File: src/rtl/dmu_port_arbiter.sv
// dmu_port_arbiter
//   Shares the data-memory unit port between two requesters: port 0 (CPU
//   load/store stage) and port 1 (debug/PDU memory access). Every access runs
//   IDLE -> ACC -> RESP. The grant is decided combinationally in IDLE. ACC drives
//   either the dm_* group or the io_* group, depending on whether addr[15:8]
//   equals IO_PAGE. RESP returns the read data to the owning port with a
//   one-cycle rvalid pulse.
//
// Ports
//   clk, rstn            clock, asynchronous active-low reset
//   rr_en                1 = round-robin, 0 = fixed priority (port 0 wins)
//   pN_req/we/mode/addr/wdata   requester N access fields (held until gnt)
//   pN_gnt               grant pulse; request fields are captured this cycle
//   pN_rvalid/rdata      response pulse and read data (data held afterwards)
//   p_err                dm_error reported together with a DM response
//   dm_we/mode/addr/din, dm_dout, dm_error   data-memory side
//   io_addr/dout/we/rd, io_din               I/O bus side
//
// Optional build macro
//   DMU_ARB_STATS_EN     adds p0_cnt/p1_cnt (grants per port) and io_cnt
//                        (I/O accesses). Counters wrap and count in the gnt cycle.
module dmu_port_arbiter #(
    parameter logic [7:0] IO_PAGE       = 8'hFF,
    parameter bit         RR_EN_DEFAULT = 1'b1
) (
    input  logic        clk,
    input  logic        rstn,
    input  logic        rr_en,
    input  logic        p0_req,
    input  logic        p0_we,
    input  logic [2:0]  p0_mode,
    input  logic [31:0] p0_addr,
    input  logic [31:0] p0_wdata,
    input  logic        p1_req,
    input  logic        p1_we,
    input  logic [2:0]  p1_mode,
    input  logic [31:0] p1_addr,
    input  logic [31:0] p1_wdata,
    output logic        p0_gnt,
    output logic        p1_gnt,
    output logic        p0_rvalid,
    output logic        p1_rvalid,
    output logic [31:0] p0_rdata,
    output logic [31:0] p1_rdata,
    output logic        p_err,
`ifdef DMU_ARB_STATS_EN
    output logic [31:0] p0_cnt,
    output logic [31:0] p1_cnt,
    output logic [15:0] io_cnt,
`endif
    output logic        dm_we,
    output logic [2:0]  dm_mode,
    output logic [31:0] dm_addr,
    output logic [31:0] dm_din,
    input  logic [31:0] dm_dout,
    input  logic        dm_error,
    output logic [15:0] io_addr,
    output logic [31:0] io_dout,
    output logic        io_we,
    output logic        io_rd,
    input  logic [31:0] io_din
);

    typedef enum logic [1:0] {
        ST_IDLE = 2'd0,
        ST_ACC  = 2'd1,
        ST_RESP = 2'd2
    } state_t;

    state_t      state_q, state_d;
    logic        last_q, last_d;        // port granted most recently
    logic        rr_q, rr_d;            // arbitration mode sampled in IDLE
    logic        owner_q, owner_d;
    logic        is_io_q, is_io_d;
    logic        dm_we_q, dm_we_d;
    logic [2:0]  dm_mode_q, dm_mode_d;
    logic [31:0] dm_addr_q, dm_addr_d;
    logic [31:0] dm_din_q, dm_din_d;
    logic [15:0] io_addr_q, io_addr_d;
    logic [31:0] io_dout_q, io_dout_d;
    logic        io_we_q, io_we_d;
    logic        io_rd_q, io_rd_d;
    logic [1:0]  rvalid_q, rvalid_d;
    logic [31:0] rdata0_q, rdata0_d;
    logic [31:0] rdata1_q, rdata1_d;

    logic        gnt0, gnt1, gnt_any;
    logic        sel_we, sel_io;
    logic [2:0]  sel_mode;
    logic [31:0] sel_addr, sel_wdata;
    logic [31:0] resp_data;

    // Grant decision. Reset masks it, so no grant shows while rstn is low.
    always_comb begin
        gnt0 = 1'b0;
        gnt1 = 1'b0;
        if (rstn && state_q == ST_IDLE) begin
            if (p0_req && p1_req) begin
                // Round-robin hands the slot to the port that did not win last.
                gnt1 = rr_q & ~last_q;
                gnt0 = ~gnt1;
            end else begin
                gnt0 = p0_req;
                gnt1 = p1_req;
            end
        end
    end

    assign gnt_any   = gnt0 | gnt1;
    assign sel_we    = gnt1 ? p1_we    : p0_we;
    assign sel_mode  = gnt1 ? p1_mode  : p0_mode;
    assign sel_addr  = gnt1 ? p1_addr  : p0_addr;
    assign sel_wdata = gnt1 ? p1_wdata : p0_wdata;
    assign sel_io    = (sel_addr[15:8] == IO_PAGE);
    assign resp_data = is_io_q ? io_din : dm_dout;

    always_comb begin
        state_d   = state_q;
        last_d    = last_q;
        rr_d      = rr_q;
        owner_d   = owner_q;
        is_io_d   = is_io_q;
        dm_mode_d = dm_mode_q;
        dm_addr_d = dm_addr_q;
        dm_din_d  = dm_din_q;
        io_addr_d = io_addr_q;
        io_dout_d = io_dout_q;
        rdata0_d  = rdata0_q;
        rdata1_d  = rdata1_q;
        // Strobes and rvalid are single-cycle pulses.
        dm_we_d   = 1'b0;
        io_we_d   = 1'b0;
        io_rd_d   = 1'b0;
        rvalid_d  = 2'b00;
        case (state_q)
            ST_IDLE: begin
                rr_d = rr_en;
                if (gnt_any) begin
                    state_d = ST_ACC;
                    last_d  = gnt1;
                    owner_d = gnt1;
                    is_io_d = sel_io;
                    // Only the targeted bus group is loaded. The other group
                    // keeps showing its last access.
                    if (sel_io) begin
                        io_addr_d = sel_addr[15:0];
                        io_dout_d = sel_wdata;
                        io_we_d   = sel_we;
                        io_rd_d   = ~sel_we;
                    end else begin
                        dm_addr_d = sel_addr;
                        dm_mode_d = sel_mode;
                        dm_din_d  = sel_wdata;
                        dm_we_d   = sel_we;
                    end
                end
            end
            ST_ACC: begin
                state_d  = ST_RESP;
                rvalid_d = owner_q ? 2'b10 : 2'b01;
            end
            ST_RESP: begin
                state_d = ST_IDLE;
                if (owner_q) begin
                    rdata1_d = resp_data;
                end else begin
                    rdata0_d = resp_data;
                end
            end
            default: state_d = ST_IDLE;
        endcase
    end

    always_ff @(posedge clk or negedge rstn) begin
        if (!rstn) begin
            state_q   <= ST_IDLE;
            last_q    <= 1'b1;
            rr_q      <= RR_EN_DEFAULT;
            owner_q   <= 1'b0;
            is_io_q   <= 1'b0;
            dm_we_q   <= 1'b0;
            dm_mode_q <= 3'd0;
            dm_addr_q <= 32'd0;
            dm_din_q  <= 32'd0;
            io_addr_q <= 16'd0;
            io_dout_q <= 32'd0;
            io_we_q   <= 1'b0;
            io_rd_q   <= 1'b0;
            rvalid_q  <= 2'b00;
            rdata0_q  <= 32'd0;
            rdata1_q  <= 32'd0;
        end else begin
            state_q   <= state_d;
            last_q    <= last_d;
            rr_q      <= rr_d;
            owner_q   <= owner_d;
            is_io_q   <= is_io_d;
            dm_we_q   <= dm_we_d;
            dm_mode_q <= dm_mode_d;
            dm_addr_q <= dm_addr_d;
            dm_din_q  <= dm_din_d;
            io_addr_q <= io_addr_d;
            io_dout_q <= io_dout_d;
            io_we_q   <= io_we_d;
            io_rd_q   <= io_rd_d;
            rvalid_q  <= rvalid_d;
            rdata0_q  <= rdata0_d;
            rdata1_q  <= rdata1_d;
        end
    end

`ifdef DMU_ARB_STATS_EN
    logic [31:0] p0_cnt_q, p0_cnt_d;
    logic [31:0] p1_cnt_q, p1_cnt_d;
    logic [15:0] io_cnt_q, io_cnt_d;

    always_comb begin
        p0_cnt_d = p0_cnt_q + {31'd0, gnt0};
        p1_cnt_d = p1_cnt_q + {31'd0, gnt1};
        io_cnt_d = io_cnt_q + {15'd0, gnt_any & sel_io};
    end

    always_ff @(posedge clk or negedge rstn) begin
        if (!rstn) begin
            p0_cnt_q <= 32'd0;
            p1_cnt_q <= 32'd0;
            io_cnt_q <= 16'd0;
        end else begin
            p0_cnt_q <= p0_cnt_d;
            p1_cnt_q <= p1_cnt_d;
            io_cnt_q <= io_cnt_d;
        end
    end

    assign p0_cnt = p0_cnt_q;
    assign p1_cnt = p1_cnt_q;
    assign io_cnt = io_cnt_q;
`endif

    assign p0_gnt    = gnt0;
    assign p1_gnt    = gnt1;
    assign p0_rvalid = rvalid_q[0];
    assign p1_rvalid = rvalid_q[1];
    // The response cycle shows the live read data. After that, the captured copy is shown.
    assign p0_rdata  = rvalid_q[0] ? resp_data : rdata0_q;
    assign p1_rdata  = rvalid_q[1] ? resp_data : rdata1_q;
    assign p_err     = (rvalid_q != 2'b00) & ~is_io_q & dm_error;
    assign dm_we     = dm_we_q;
    assign dm_mode   = dm_mode_q;
    assign dm_addr   = dm_addr_q;
    assign dm_din    = dm_din_q;
    assign io_addr   = io_addr_q;
    assign io_dout   = io_dout_q;
    assign io_we     = io_we_q;
    assign io_rd     = io_rd_q;

endmodule

File: config.mk
export PLATFORM = sky130hd
export DESIGN_NAME = dmu_port_arbiter
export DESIGN_NICKNAME = d
export VERILOG_FILES = /design/src/rtl/dmu_port_arbiter.sv
export SDC_FILE = /design/constraint.sdc
export NUM_CORES = 1
export LEC_CHECK = 0
export ABC_CLOCK_PERIOD_IN_PS = 3700
export BUFFER_PORTS_ARGS = -buffer_cell sky130_fd_sc_hd__buf_2
export CAP_MARGIN = 25
export CORE_AREA = 2 2 151 153
export DETAILED_ROUTE_END_ITERATION = 16
export DIE_AREA = 0 0 153 155
export GPL_TIMING_DRIVEN = 0
export HOLD_SLACK_MARGIN = 0.15
export PLACE_DENSITY = 0.74
export RECOVER_POWER = 50
export SETUP_SLACK_MARGIN = 0.4
export SLEW_MARGIN = 20
export SYNTH_ARGS = -nofsm -noshare
export SYNTH_HDL_FRONTEND = slang
export SYNTH_SLANG_ARGS = --single-unit
File: constraint.sdc
create_clock -name clk -period 3.7 [get_ports clk]
set_clock_uncertainty 0.2 [all_clocks]
set_input_delay 0.37 -clock clk [delete_from_list [all_inputs] [get_ports clk]]
set_output_delay 0.37 -clock clk [all_outputs]
set_load 0.02 [all_outputs]
Word-level counts from Yosys, hierarchy flattened
Cells that the tools add are included.

cells by class
  equal/unequal tests = 4
  muxes and demuxes = 24
  reduce and logical (&&, ||, !) cells = 9
  bitwise gates (word level) = 10

operators with widths
  kind                                                             number
  32-bit two-way mux                                               5
  1-bit two-way mux                                                14
  8-bit == test, second input constant                             1
  2-bit two-way mux                                                3
  1-bit NOT                                                        6
  2-bit AND reduction                                              3
  3-bit AND reduction                                              2
  2-bit case mux with 2 select lines                               1
  1-bit bitwise AND                                                3
  3-bit two-way mux                                                1
  2-bit by 1-bit == test with 1-bit output, second input constant  1
  2-bit == test, second input constant                             1
  1-bit logical AND                                                2
  2-bit logical NOT                                                1
  2-bit != test, second input constant                             1
  2-bit nonzero test                                               1
  1-bit bitwise OR                                                 1

word-level totals
  bits in registers = 190
  input bits = 206
  output and inout bits = 187

Depth between registers and ports, before layout
  depth after elaboration = 9
  depth in mapped cells = 7

Least setup slack after synthesis
No wires, ideal clock.

  kind = reg2reg
  from = reg rr_q
  to = reg io_addr_q[0], in the netlist io_addr[0]
  stages on the path, launching flop included = 8
  clock period less this slack = 2332 ps
  arrival time = 2007 ps
  path slack = 1368 ps
  cell sequence = dfstp_2 > nand2b_1 > a2111oi_2 > a21oi_2 > nor2_1 > buf_4 > buf_2 > mux2_2

between the ends
  word-level cells in the longest chain between the ends = 6
  elaborated cells on any way between the ends = 10

RTL lines
  what                                                     line      text
  start, declared                                          72        logic rr_q, rr_d;
  start signal, assigned                                   195       rr_q <= rr_d;
  1-bit bitwise AND (*)                                    100       gnt1 = rr_q & ~last_q;
  1-bit two-way mux or 1-bit NOT (tied branches)           98, 101
  1-bit two-way mux, on equally long branches              97, 98
  32-bit two-way mux or 1-bit two-way mux (tied branches)  112, 97
  8-bit == test or 1-bit bitwise OR (tied branches)        114, 109
  3-bit AND reduction (no source line)                     -
  end signal, assigned                                     202       io_addr_q <= io_addr_d;
  end, declared                                            79        logic [15:0] io_addr_q, io_addr_d;

Mark *: on every way between the ends. The rest lies on a longest branch, timed or not.
A chain may end at the register's enable or synchronous reset.

Worst setup path in the final report
  from = reg last_q
  to = reg dm_addr_q[30], in the netlist dm_addr[30]

between the ends
  word-level cells in the longest chain between the ends = 8
  elaborated cells on any way between the ends = 12

RTL lines
  what                                  line  text
  start, declared                       71    logic last_q, last_d;
  start signal, assigned                194   last_q <= last_d;
  1-bit NOT (*)                         100
  1-bit bitwise AND (*)                 100
  1-bit two-way mux                     98    if (p0_req && p1_req) begin
  1-bit two-way mux                     97    if (rstn && state_q == ST_IDLE) begin
  32-bit two-way mux                    112   assign sel_addr = gnt1 ? p1_addr : p0_addr;
  8-bit == test                         114   assign sel_io = (sel_addr[15:8] == IO_PAGE);
  1-bit NOT (no source line)            -
  3-bit AND reduction (no source line)  -
  end signal, assigned                  200   dm_addr_q <= dm_addr_d;
  end, declared                         77    logic [31:0] dm_addr_q, dm_addr_d;

Marks and branches as above.

==> impl_results.md <==
* Worst R2R Start: last_q$_DFFE_PN1P_
* Total gr overflow at 0
* Syn Inst Count at 825
* Max Root-Sink Buffers at 2
* Clk_lat worst skew at 0.41 ns
* Max transition margin at -55.5%
* IO buf count at 392
* Seq/Total Area, Yosys at 55.5%
* Clock Sinks at 190
* Most common cell after layout, fill and taps aside: buf_2
* Vias per std cell at 5.15
* CP Launch Type: flip-flop
* Syn avg cell area at 10.4 um^2
* WHS at -0.264 ns
* CP Class: reg -> reg
* 1st-pass router iterations at 5
* Synth-to-layout area growth at 55.5%
* Chip height at 155 um
* Number of global-route vias before repair at 9,472
* Net Sw Frac at 39.3%
* Max cap viols at 1
* Flop pwr share at 37.7%
* Arr. time, crit path at 3.27 ns
* Violated checks: negative hold slack, max-capacitance violations, max-slew violations
* RSZ-0062 raised after global routing: yes
* Largest net degree at the start of global routing at 100
* EDFF count, synth at 0
* Drt total wl at 32,300 um
* Drc violations at 0
* Ratio of final minimum period to clock period at 85.5%
* Drt initial violations at 511
* Routed Antenna Nets at 0
* #FFs+latches synth at 190
* Psw at 3.08 mW
* Clock power frac at 23.0%
* Main flop type after synthesis: dfrtp_1
* Worst IR Drop VDD at 0.283 mV
* PwrDens at 590 nW/um^2
* Met3 Track Usage GR at 6.21%
* Reg2Reg Depth at 8
* Fin. Hold Viols at 94
* Crit path launch: last_q$_DFFE_PN1P_
* Design Power at 7.85 mW
* Synth unique cells at 29
* WL/cell at 18.6 um
* Die W at 153 um
* Comb power frac at 39.3%
* Busiest grt layer: met2
* YS warnings at 0
* Io pins at 393
* Worst-Margin Slew at 2.33 ns
* Status: finished, violations left
* Met1 usage in global routing at 30.7%
* Root Driver: clkbuf_16
* Worst R2R Setup Slack at 0.54 ns
* Static Leak at 6.50 nW
* Dpl hpwl at 21,300 um
* Final setup fails at 0
* Via count at 8,919
* Synth Cell Area at 8570 um^2
* Post-CTS Hold Buffers at 193
* GR Util met2 at 48.0%
* Critical path capture point type: flip-flop
* Final net count at 1,636
* Total track usage at 27.0%
* CTS tree: done
* Async SR Flop Fraction at 100%
* Net Count, Synth at 1,031
* Inserted Clock Buffers at 17
* # Post-CTS Setup Buffers at 0
* Gpl congestion at 0.841
* Min Tclk post-route at 3.16 ns
* WP data required at 3.81 ns
* Starting Density at 38.5%
* # rows at 55
* Share of layout cells above drive strength 1 at 29.9%
* Tightest Hold Check Type: in -> async
* Initial antenna violation count at 5
* First-pass GRT wire length at 50,500 um
* Slew Viols, Final at 95
* Core box area at 22,200 um^2
* Fmax achieved at 316 MHz
* Clk slew on worst S/H paths at 0.08 ns
* Max Fanout on Critical Path at 10
* Die Area at 23,700 um^2
* Most frequent cells in the layout: 316 x buf_2, 193 x dlygate4sd3_1, 188 x dfrtp_1
* CTS H-tree lvls at 4
* Cell-internal power at 4.77 mW
* Setup TNS at 0 ns
[cell usage after synthesis, types with 4 or more instances]
library cell,instances,area share [%]
a21oi_1,144,8.4
buf_2,16,0.93
buf_4,5,0.44
clkbuf_1,39,1.7
dfrtp_1,188,55
mux2_2,61,8.0
mux2i_1,80,9.3
nand2_1,36,1.6
nand4_1,4,0.29
nor2_1,146,6.4
o21ai_0,53,3.1
o31ai_1,20,1.8
or2_2,8,0.58
[path summary, 6_finish.rpt]
path / to
max in group asynchronous: io_dout[25]$_DFFE_PN0P_
max: dm_addr[30]$_DFFE_PN0P_
max reg2reg: dm_addr[30]$_DFFE_PN0P_
min: rdata0_q[9]$_DFFE_PN0P_
min in group clk: rdata1_q[29]$_DFFE_PN0P_
min reg2reg: last_q$_DFFE_PN1P_
[power groups by stage]
stage          logic (mW)  clock network, mW  registers (mW)
6_report             3.08               1.81            2.96
3_3_place_gp         2.79                  0            2.94
5_1_grt              3.35               1.94            3.02
4_1_cts              3.08               1.85            2.94
3_5_place_dp         2.84                  0            2.97
2_1_floorplan        1.54                  0            3.19
[state kept, by name, summed over array words and instances (netlist names)]
register	cells
dm_addr	32
dm_din	32
io_dout	32
rdata0_q	32
rdata1_q	32
io_addr	16
dm_mode	3
rvalid_q	2
state_q	2
dm_we	1
io_rd	1
io_we	1
is_io_q	1
last_q	1
owner_q	1
rr_q	1
[cells by family after synthesis]
| group | after synthesis | synth area share (%) |
|---|---|---|
| compound gates | 223 | 14.0 |
| buf+inv | 66 | 3.35 |
| mux | 141 | 17.4 |
| flops | 190 | 55.5 |
| simple gates | 205 | 9.74 |
[timing repair]
action | 4_1_cts | 5_1_grt
resized for setup | 0 | 5
endpoints found under the hold margin | 232 | 94
endpoints found under the setup margin | 0 | 20
[worst max-delay path, stage by stage, from the launching register on]
cell and delay, ns:
dfstp_2 0.53, nand2b_1 0.20, a21o_1 0.17, buf_2 0.31, clkbuf_4 0.34, buf_2 0.37, mux2i_1 0.27, dlygate4sd3_1 0.59
a21oi_1 0.07
[metrics by stage]
step	instances	worst slack [ns]	cell area [um^2]	utilization (%)	hold slack (ns)
5_1_grt	1731	0.202	13300	59.9	-0.215
6_report	1732	0.538	13300	59.9	-0.264
3_5_place_dp	1503	0.0901	10900	49.1	0.240
2_1_floorplan	825	1.37	8570	-	-0.126
3_3_place_gp	1502	-2.83	10900	49.0	0.244
4_1_cts	1727	0.491	13400	60.4	-0.215
[per-layer routing]
layer	routed length, um	part of all wire, %	up-vias
met4	1550	4.8	2
met5	15	0.046	-
met3	2190	6.8	102
met1	12200	38	4297
met2	16300	51	440
li1	-	-	4078
[cell type report]
type,count,area [um^2]
diodes,5,12.5
plain buffers,62,278
clock buffers,19,443
clock inverters,12,128
fillers,1836,8910
inverters,4,15.0
multi-input cells,569,3530
flip-flops and latches,190,4760
well taps,285,357
repair buffers,586,3800
No activity file was read; power rests on OpenSTA's default activity.
